--- config.mk ---
export PLATFORM = sky130hd
export DESIGN_NAME = alu_single_cycle
export DESIGN_NICKNAME = d
export VERILOG_FILES = /design/src/rtl/alu_pkg.sv /design/src/rtl/alu_bitcount.sv /design/src/rtl/alu_single_cycle.sv
export SDC_FILE = /design/constraint.sdc
export NUM_CORES = 2
export LEC_CHECK = 0
export CAP_MARGIN = 10
export CORE_MARGIN = 2
export CORE_UTILIZATION = 34
export CTS_CLUSTER_DIAMETER = 30
export DETAILED_ROUTE_END_ITERATION = 10
export GPL_TIMING_DRIVEN = 0
export SYNTH_ARGS = -nofsm -noshare
export SYNTH_HDL_FRONTEND = slang
export SYNTH_SLANG_ARGS = --single-unit
--- constraint.sdc ---
create_clock -name clk_i -period 1 [get_ports clk_i]
set_clock_uncertainty 0.05 [all_clocks]
set_input_delay 0.1 -clock clk_i [delete_from_list [all_inputs] [get_ports clk_i]]
set_output_delay 0.1 -clock clk_i [all_outputs]
set_load 0.01 [all_outputs]
--- src/rtl/alu_pkg.sv ---
// Shared encodings for the execute-stage ALU: operation codes, branch-compare
// codes and bit-count unit selects.
package alu_pkg;

  localparam int XLEN = 32;

  localparam logic [6:0] ALU_ADD    = 7'd0;
  localparam logic [6:0] ALU_SUB    = 7'd1;
  localparam logic [6:0] ALU_SLL    = 7'd2;
  localparam logic [6:0] ALU_SLT    = 7'd3;
  localparam logic [6:0] ALU_SLTU   = 7'd4;
  localparam logic [6:0] ALU_XOR    = 7'd5;
  localparam logic [6:0] ALU_SRL    = 7'd6;
  localparam logic [6:0] ALU_SRA    = 7'd7;
  localparam logic [6:0] ALU_OR     = 7'd8;
  localparam logic [6:0] ALU_AND    = 7'd9;
  localparam logic [6:0] ALU_MUL    = 7'd10;
  localparam logic [6:0] ALU_MULH   = 7'd11;
  localparam logic [6:0] ALU_MULHSU = 7'd12;
  localparam logic [6:0] ALU_MULHU  = 7'd13;
  localparam logic [6:0] ALU_ANDN   = 7'd14;
  localparam logic [6:0] ALU_ORN    = 7'd15;
  localparam logic [6:0] ALU_XNOR   = 7'd16;
  localparam logic [6:0] ALU_CLZ    = 7'd17;
  localparam logic [6:0] ALU_CTZ    = 7'd18;
  localparam logic [6:0] ALU_CPOP   = 7'd19;
  localparam logic [6:0] ALU_MAX    = 7'd20;
  localparam logic [6:0] ALU_MAXU   = 7'd21;
  localparam logic [6:0] ALU_MIN    = 7'd22;
  localparam logic [6:0] ALU_MINU   = 7'd23;
  localparam logic [6:0] ALU_SEXTB  = 7'd24;
  localparam logic [6:0] ALU_SEXTH  = 7'd25;
  localparam logic [6:0] ALU_ZEXTH  = 7'd26;
  localparam logic [6:0] ALU_ROL    = 7'd27;
  localparam logic [6:0] ALU_ROR    = 7'd28;
  localparam logic [6:0] ALU_ORCB   = 7'd29;
  localparam logic [6:0] ALU_REV8   = 7'd30;
  localparam logic [6:0] ALU_PASS_B = 7'd31;

  localparam logic [2:0] BR_EQ  = 3'b000;
  localparam logic [2:0] BR_NE  = 3'b001;
  localparam logic [2:0] BR_LT  = 3'b100;
  localparam logic [2:0] BR_GE  = 3'b101;
  localparam logic [2:0] BR_LTU = 3'b110;
  localparam logic [2:0] BR_GEU = 3'b111;

  localparam logic [1:0] BC_CLZ  = 2'd0;
  localparam logic [1:0] BC_CTZ  = 2'd1;
  localparam logic [1:0] BC_CPOP = 2'd2;

endpackage

--- src/rtl/alu_bitcount.sv ---
// Combinational leading-zero / trailing-zero / population count on a 32-bit word.
// An all-zero input yields 32 for both CLZ and CTZ.
module alu_bitcount
  import alu_pkg::*;
(
  input  logic [1:0]      i_sel,
  input  logic [XLEN-1:0] i_data,
  output logic [5:0]      o_count
);

  logic [5:0] w_clz;
  logic [5:0] w_ctz;
  logic [5:0] w_cpop;
  logic       w_lead_hit;
  logic       w_trail_hit;

  always_comb begin
    w_clz       = 6'd0;
    w_ctz       = 6'd0;
    w_cpop      = 6'd0;
    w_lead_hit  = 1'b0;
    w_trail_hit = 1'b0;
    for (int i = 0; i < XLEN; i++) begin
      if (i_data[i]) w_cpop = w_cpop + 6'd1;
      // Scan from both ends at once; counting stops at the first set bit.
      if (i_data[XLEN-1-i]) w_lead_hit = 1'b1;
      else if (!w_lead_hit) w_clz = w_clz + 6'd1;
      if (i_data[i]) w_trail_hit = 1'b1;
      else if (!w_trail_hit) w_ctz = w_ctz + 6'd1;
    end
  end

  always_comb begin
    case (i_sel)
      BC_CLZ:  o_count = w_clz;
      BC_CTZ:  o_count = w_ctz;
      BC_CPOP: o_count = w_cpop;
      default: o_count = 6'd0;
    endcase
  end

endmodule

--- src/rtl/alu_single_cycle.sv ---
// RV32 execute-stage ALU (RV32I, RV32M multiplies, Zbb) plus branch compare,
// with both results registered once per clock.
module alu_single_cycle
  import alu_pkg::*;
(
  input  logic            clk_i,
  input  logic            rst_i,
  input  logic [XLEN-1:0] rs1_data_i,
  input  logic [XLEN-1:0] rs2_data_i,
  input  logic [6:0]      alu_cmd,
  input  logic [2:0]      zero_cmd,
  output logic [XLEN-1:0] rd_data_o,
  output logic            zero_o
);

  logic [4:0]      w_shamt;
  logic [5:0]      w_rot_back;
  logic            w_lt;
  logic            w_ltu;
  logic [XLEN-1:0] w_sra;
  logic [XLEN-1:0] w_rol;
  logic [XLEN-1:0] w_ror;
  logic [XLEN-1:0] w_orcb;
  logic [XLEN-1:0] w_rev8;
  logic [1:0]      w_bc_sel;
  logic [5:0]      w_bc_count;
  logic            w_mul_a_signed;
  logic            w_mul_b_signed;
  logic [32:0]     w_mul_a;
  logic [32:0]     w_mul_b;
  logic [63:0]     w_prod;
  logic [XLEN-1:0] w_result;
  logic            w_taken;
  logic [XLEN-1:0] r_rd_data;
  logic            r_zero;

  assign w_shamt    = rs2_data_i[4:0];
  assign w_rot_back = 6'd32 - {1'b0, w_shamt};
  assign w_lt       = $signed(rs1_data_i) < $signed(rs2_data_i);
  assign w_ltu      = rs1_data_i < rs2_data_i;
  assign w_sra      = $signed(rs1_data_i) >>> w_shamt;
  // A zero amount shifts the back half out entirely, leaving rs1 unchanged.
  assign w_rol      = (rs1_data_i << w_shamt) | (rs1_data_i >> w_rot_back);
  assign w_ror      = (rs1_data_i >> w_shamt) | (rs1_data_i << w_rot_back);
  assign w_rev8     = {rs1_data_i[7:0], rs1_data_i[15:8], rs1_data_i[23:16], rs1_data_i[31:24]};

  always_comb begin
    w_orcb = '0;
    for (int i = 0; i < 4; i++) begin
      w_orcb[i*8 +: 8] = (rs1_data_i[i*8 +: 8] != 8'h00) ? 8'hFF : 8'h00;
    end
  end

  assign w_bc_sel = (alu_cmd == ALU_CTZ)  ? BC_CTZ  :
                    (alu_cmd == ALU_CPOP) ? BC_CPOP : BC_CLZ;

  alu_bitcount u_bitcount (
    .i_sel   (w_bc_sel),
    .i_data  (rs1_data_i),
    .o_count (w_bc_count)
  );

  // One 33x33 signed multiplier; the extra operand bit selects signed/unsigned.
  // Only the low 64 product bits are kept, which are exact for every variant.
  assign w_mul_a_signed = (alu_cmd == ALU_MULH) || (alu_cmd == ALU_MULHSU);
  assign w_mul_b_signed = (alu_cmd == ALU_MULH);
  assign w_mul_a = {w_mul_a_signed & rs1_data_i[31], rs1_data_i};
  assign w_mul_b = {w_mul_b_signed & rs2_data_i[31], rs2_data_i};
  assign w_prod  = $signed({{31{w_mul_a[32]}}, w_mul_a}) * $signed({{31{w_mul_b[32]}}, w_mul_b});

  always_comb begin
    case (alu_cmd)
      ALU_ADD:    w_result = rs1_data_i + rs2_data_i;
      ALU_SUB:    w_result = rs1_data_i - rs2_data_i;
      ALU_SLL:    w_result = rs1_data_i << w_shamt;
      ALU_SLT:    w_result = {31'd0, w_lt};
      ALU_SLTU:   w_result = {31'd0, w_ltu};
      ALU_XOR:    w_result = rs1_data_i ^ rs2_data_i;
      ALU_SRL:    w_result = rs1_data_i >> w_shamt;
      ALU_SRA:    w_result = w_sra;
      ALU_OR:     w_result = rs1_data_i | rs2_data_i;
      ALU_AND:    w_result = rs1_data_i & rs2_data_i;
      ALU_MUL:    w_result = w_prod[31:0];
      ALU_MULH,
      ALU_MULHSU,
      ALU_MULHU:  w_result = w_prod[63:32];
      ALU_ANDN:   w_result = rs1_data_i & ~rs2_data_i;
      ALU_ORN:    w_result = rs1_data_i | ~rs2_data_i;
      ALU_XNOR:   w_result = ~(rs1_data_i ^ rs2_data_i);
      ALU_CLZ,
      ALU_CTZ,
      ALU_CPOP:   w_result = {26'd0, w_bc_count};
      ALU_MAX:    w_result = w_lt  ? rs2_data_i : rs1_data_i;
      ALU_MAXU:   w_result = w_ltu ? rs2_data_i : rs1_data_i;
      ALU_MIN:    w_result = w_lt  ? rs1_data_i : rs2_data_i;
      ALU_MINU:   w_result = w_ltu ? rs1_data_i : rs2_data_i;
      ALU_SEXTB:  w_result = {{24{rs1_data_i[7]}}, rs1_data_i[7:0]};
      ALU_SEXTH:  w_result = {{16{rs1_data_i[15]}}, rs1_data_i[15:0]};
      ALU_ZEXTH:  w_result = {16'd0, rs1_data_i[15:0]};
      ALU_ROL:    w_result = w_rol;
      ALU_ROR:    w_result = w_ror;
      ALU_ORCB:   w_result = w_orcb;
      ALU_REV8:   w_result = w_rev8;
      ALU_PASS_B: w_result = rs2_data_i;
      default:    w_result = '0;
    endcase
  end

  always_comb begin
    case (zero_cmd)
      BR_EQ:   w_taken = (rs1_data_i == rs2_data_i);
      BR_NE:   w_taken = (rs1_data_i != rs2_data_i);
      BR_LT:   w_taken = w_lt;
      BR_GE:   w_taken = ~w_lt;
      BR_LTU:  w_taken = w_ltu;
      BR_GEU:  w_taken = ~w_ltu;
      default: w_taken = 1'b0;
    endcase
  end

  always_ff @(posedge clk_i or posedge rst_i) begin
    if (rst_i) begin
      r_rd_data <= '0;
      r_zero    <= 1'b0;
    end else begin
      r_rd_data <= w_result;
      r_zero    <= w_taken;
    end
  end

  assign rd_data_o = r_rd_data;
  assign zero_o    = r_zero;

endmodule

# After elaboration in Yosys (flattened, before gate mapping)
# Index checks and enable logic that the tools add are counted.
totals:
  output_inout_bits: 33
  reg_bits: 33
  input_bits: 76
  elab_cells: 402
classes:
  n_mul: 1
  shift: 5
  n_addsub: 96
  n_lt_le_gt_ge: 2
  mux: 233
  n_eq_ne: 40
  bitwise: 13
  n_reduce_logical: 10
op_table:
  columns: ["cell", "n"]
  rows:
  - ["two-way mux 6 bit", 155]
  - ["case mux 32 bit (28 select lines)", 1]
  - ["adder 6 x 1 -> 6 bit (second input constant)", 90]
  - ["two-way mux 32 bit", 4]
  - ["OR 32 bit", 4]
  - ["== test 7 x 5 -> 1 bit (second input constant)", 16]
  - ["two-way mux 1 bit", 65]
  - ["bitwise AND 32 bit", 2]
  - ["< comparator 32 bit", 2]
  - ["multiplier 33 x 33 -> 64 bit", 1]
  - ["inverter 32 bit", 2]
  - ["== test 7 x 4 -> 1 bit (second input constant)", 8]
  - ["adder 32 bit", 1]
  - ["== test 32 bit", 1]
  - ["two-way mux 8 bit", 4]
  - ["!= test 32 bit", 1]
  - ["nonzero test 8 bit", 4]
  - ["<< shifter 32 x 5 -> 32 bit", 1]
  - ["<< shifter 32 x 6 -> 32 bit", 1]
  - [">> shifter 32 x 5 -> 32 bit", 1]
  - [">> shifter 32 x 6 -> 32 bit", 1]
  - [">>> shifter 32 x 5 -> 32 bit", 1]
  - ["subtractor 32 bit", 1]
  - ["XOR 32 bit", 1]
  - ["other kinds (19)", 32]

# Longest topological paths before layout
logic_depth:
  word_depth: 96
  mapped_depth: 108
  ltp_nobuf: 108

# Modules after synthesis
# Synthesis repeated with hierarchy kept, for this count alone.
unflattened:
  hier_cells: 8303
  hier_area_um2: 64752.1
modules_own_cells:
  columns: ["mod", "n_inst", "cells_per_inst", "area_each_um2", "seq_area_each_um2"]
  rows:
  - ["alu_single_cycle", 1, 6530, 52546.6, 825.8]
  - ["alu_bitcount", 1, 1773, 12205.5, 0.0]

# Worst setup path after synthesis
# OpenSTA, ideal clock, no wires.
synth_timing:
  kind: "input-to-reg"
  from: "in rs1_data_i[31]"
  to: "reg r_rd_data[4] (netlist: rd_data_o[4])"
  required_ns: 0.818
  setup_time_ns: 0.132
  path_stages: 106
  path_buffers: 4
  setup_slack_ns: -17.661
  arrival_time_ns: 18.480
  path_cell_list: "clkbuf_1 > clkbuf_1 > buf_1 > clkbuf_1 > nor3_1 > ha_1 > nor2b_1 > o31ai_1 > inv_1 > ha_1 > a21o_1 > ha_1 > mux2_2 > a21oi_1 > inv_1 > ha_1 > nand2_1 > o21ai_0 > (+70 left out) > a21o_1 > ha_1 > mux2i_1 > o21bai_1 > ha_1 > inv_1 > o21ai_0 > ha_1 > nor2b_1 > xnor2_1 > nor2_1 > xor2_1 > nand4_1 > xor2_1 > xnor2_1 > nand2_1 > a21oi_1 > or3b_1"
synth_via:
  elab_chain_cells: 96
  word_cells_on_any_way: 144
  cone_classes: "add/sub: 31; mul: 1; order compare: 2; shift: 5; mux: 102; bitwise: 3"
synth_lines:
  columns: ["element", "line", "rtl"]
  rows:
  - ["start, declared", "alu_single_cycle.sv:8", "input logic [XLEN-1:0] rs1_data_i,"]
  - ["two-way mux 1 bit", "alu_bitcount.sv:26", "if (i_data[XLEN-1-i]) w_lead_hit = 1'b1;"]
  - ["adder 1 x 1 -> 2 bit", "alu_bitcount.sv:27", "else if (!w_lead_hit) w_clz = w_clz + 6'd1;"]
  - ["two-way mux 6 bit", "alu_bitcount.sv:27", null]
  - ["two-way mux 6 bit", "alu_bitcount.sv:26", null]
  - ["adder 6 x 1 -> 6 bit", "alu_bitcount.sv:27", null]
  - ["two-way mux 6 bit", "alu_bitcount.sv:27", null]
  - ["two-way mux 6 bit", "alu_bitcount.sv:26", null]
  - ["adder 6 x 1 -> 6 bit", "alu_bitcount.sv:27", null]
  - ["(+81 left out)", null, null]
  - ["two-way mux 6 bit", "alu_bitcount.sv:27", null]
  - ["two-way mux 6 bit", "alu_bitcount.sv:26", null]
  - ["adder 6 x 1 -> 6 bit", "alu_bitcount.sv:27", null]
  - ["two-way mux 6 bit", "alu_bitcount.sv:27", null]
  - ["two-way mux 6 bit", "alu_bitcount.sv:26", null]
  - ["case mux 6 bit (3 select lines)", "alu_bitcount.sv:34", "case (i_sel)"]
  - ["case mux 32 bit (28 select lines) *", "alu_single_cycle.sv:72", "case (alu_cmd)"]
  - ["net w_result[4]", "alu_single_cycle.sv:32", "logic [XLEN-1:0] w_result;"]
  - ["end signal, assigned", "alu_single_cycle.sv:126", "r_rd_data <= w_result;"]
  - ["end, declared", "alu_single_cycle.sv:34", "logic [XLEN-1:0] r_rd_data;"]
# The timed path passes the listed nets; every way through them passes the cells marked *.

# Final worst setup path
layout_timing:
  from: "in rs1_data_i[31]"
  to: "reg r_rd_data[3] (netlist: rd_data_o[3])"
# The elaborated chain is that of the path after synthesis.

==> run summary <==
Final Max Slew Viols: 2
I/O pin count: 109
Placeable Area: 178,000 um2
Die area: 182,000 um2
RSZ-0062 raised after global routing: yes
Vias per cell: 6.09
Area leader, netlist: fa_1
Initial antenna violation count: 37
Via count: 63,900
Leakage: 31.4 nW
CP Capture Type: flop
Setup WS post-layout: -16,440 ps
Max Freq: 57.3 MHz
Starting Density: 34.1%
Fillcell total: 18,400
EDFF count, synth: 0
Synth cell types: 104
# port buffers: 106
Setup-failing EPs final: 58
CTS H-tree depth: 2
Area contributors post-synth: fa_1 37%, nand2_1 8.1%, ha_1 7.6%, inv_1 7.1%, nor2_1 3.9%
Yosys top cell area share: 37.1%
Fin nets: 9,683
Worst-path clk slew: 100 ps
Yosys warnings: 0
Clock sink count: 33
Final cycle utilization of the critical path: 1740%
Sw frac: 58.6%
Slew Limit Headroom: -3.57%
Most frequent CP cell: ha_4
Rows: 155
CP max-delay cell: ha_1
WL/cell: 35.4 um
Slowest stage delay, CP: 340 ps
Synth Net Count: 9,382
Final HPWL DP: 307,000 um
Vias in the first global route: 61,900
Avg Synthesized Cell Area: 7.78 um2
Ys async rst share: 100%
CP arrival: 17,480 ps
Logic pwr share: 98.3%
Net Sw Power: 151 mW
Layout cell share with drive strength beyond 1: 13.1%
Largest net degree at the start of global routing: 32
Die X: 427 um
CP Max Fanout: 5
Hold Crit Class: primary input to async pin
Layout Utilization: 39.9%
GPL Wtd Cong: 1.15
Post-synth design cell area: 60,700 um2
FF+latch count, synth: 33
Gr ovfl total: 0
Peak VDD IR: 5.56 mV
Final hold vios: 0
Status: complete, but fails checks
1st-pass router iterations: 7
Tmin final: 17,440 ps
P per Cell Area: 3640 nW/um2
First-pass GRT wire length: 505,000 um
Final Non-Filler Cells: 10,500
DRC viols: 0
Req. time, crit path: 1040 ps
CTS tree: built
P_int: 107 mW
Syn-to-layout area delta: 16.9%
Max_cap viols: 1
Startpoint Class: primary input
Total GRT Usage: 40.3%
Final ANT Viol Nets: 0
Seq pwr share: 0.8%
Clk pwr share: 0.8%
Crit Path Category: primary input to flop
Sequential share of the synthesized area: 1.36%
Drt total wl: 371,000 um
Worst-margin pin slew: 1540 ps
Die H: 427 um
Drt initial violations: 8,944
Root buffer cell: clkbuf_16
CTS Buf Count: 5
Failing checks: capacitance limit, slew limit, setup timing
Clk buf depth: 2
Synth Instances: 7,808
Synth Flop Type: dfrtp_1
Placed insts: 10,300
-- timing repair --
item                                   in CTS  in global routing
setup endpoints to repair                  66                 58
setup buffers                             111                 45
gates resized for setup                  1052                177
pin swaps                                  97                 76
endpoints found under the hold margin       2                  0
hold buffers                                1                  0
-- critical path, delay by kind of cell --
kind / cells / cell delay, ps
xor+xnor: 3 / 460
simple gates: 22 / 2170
fa+ha+maj: 28 / 7030
buf+inv: 12 / 880
mux: 15 / 2950
compound gates: 26 / 3810
-- final timing paths --
| kind | start | endpoint | slack (ps) | depth (start not counted) |
|---|---|---|---|---|
| setup / recovery | rs1_data_i[31] | rd_data_o[3] | -16440 | 106 |
| hold / removal | rst_i | zero_o | 30 | 3 |
| max in group asynchronous | rst_i | rd_data_o[29] | 310 | 3 |
| min in group clk_i | zero_cmd[2] | zero_o | 260 | 3 |
-- sequential cells by signal, summed over array words and instances (netlist names) --
register / flops
zero_o: 1
rd_data_o: 32
-- final cells by class --
type                            count  area (um2)  share of cell area (%)
Multi-Input combinational cell   6102       55700                    78.5
Inverter                         1169        4500                    6.34
Buffer                            501        3980                    5.60
Tap cell                         2355        2950                    4.15
Timing Repair Buffer              297        2780                    3.92
Sequential cell                    33         853                    1.20
Clock buffer                        5         125                   0.176
Antenna cell                       23        57.6                  0.0811
Clock inverter                      3        46.3                  0.0652
-- power by group through the flow --
| stage | Sequential (mW) | Clock [mW] | Combinational, mW |
|---|---|---|---|
| after global placement | 1.99 | 0 | 225 |
| after floorplan | 2.06 | 0 | 192 |
| after CTS | 2.08 | 2.17 | 245 |
| after global routing | 2.05 | 2.19 | 270 |
| final | 2.09 | 2.18 | 254 |
| after detailed placement | 1.99 | 0 | 227 |
-- synth_stat cells (all sizes together), types with 16 or more instances --
cell     count
a22oi       27
o21a        30
or3         28
fa        1127
nor3       120
o211ai      57
a211oi      63
nand2     1304
o21ai      389
o311ai      23
nand4       45
mux2i      114
nor2       638
and2        99
o22ai       36
o31ai       22
inv       1158
nor4        25
nand3b      17
o2111ai     23
a21oi      360
a31oi       34
a221o       27
dfrtp       33
nor2b       60
ha         371
a2111oi     16
and3        29
mux2        30
o221ai      50
a21o        55
nand2b      51
nor3b       18
xnor2      267
a221oi      47
buf        103
a21boi      22
nand3      112
o21bai      32
xor2       118
or2         36
clkbuf     401
-- cells in the final DEF, fill, tap and decap left out, types with 93 or more instances in the layout --
cell,synthesis,layout
and2_1,96,93
nand2_1,1304,1275
clkbuf_1,401,167
mux2i_1,113,102
inv_1,1154,1120
xor2_1,114,103
nor3_1,118,104
xnor2_1,253,238
nor2_1,638,619
o21ai_0,384,331
ha_1,371,321
buf_4,1,189
nand3_1,112,110
fa_1,1127,1113
a21oi_1,360,331
-- per-layer routing --
layer	GRT usage [%]	vias up	wire length, um
met3	11.2	1060	41900
met1	52.1	32600	145000
met2	56.0	4414	148000
li1	-	25800	-
met5	0.635	-	194
met4	31.7	8	36900
-- through the flow --
step,power (mW),hold WS [ps],worst slack (ps),cell area (um2),TNS (ps)
global placement,227,637,-20030,65900,-466390
detailed placement,229,243,-20260,66400,-419750
finish,258,27.6,-16440,71000,-307600
floorplan,194,145,-16220,61900,-261310
CTS,249,41.0,-16190,70000,-302820
global route,274,78.3,-17140,71000,-313670
-- kinds of logic (layout without fill, tap and decap cells) --
group,Yosys count,after routing,share of synthesized area (%)
buf+inv,1673,1975,10.4
xor+xnor,404,404,6.53
compound gates,1413,1413,15.0
mux,158,158,2.96
other cells,0,23,0
simple gates,2629,2629,19.0
fa+ha+maj,1498,1498,44.8
flops,33,33,1.36
No activity file was read; power rests on OpenSTA's default activity.
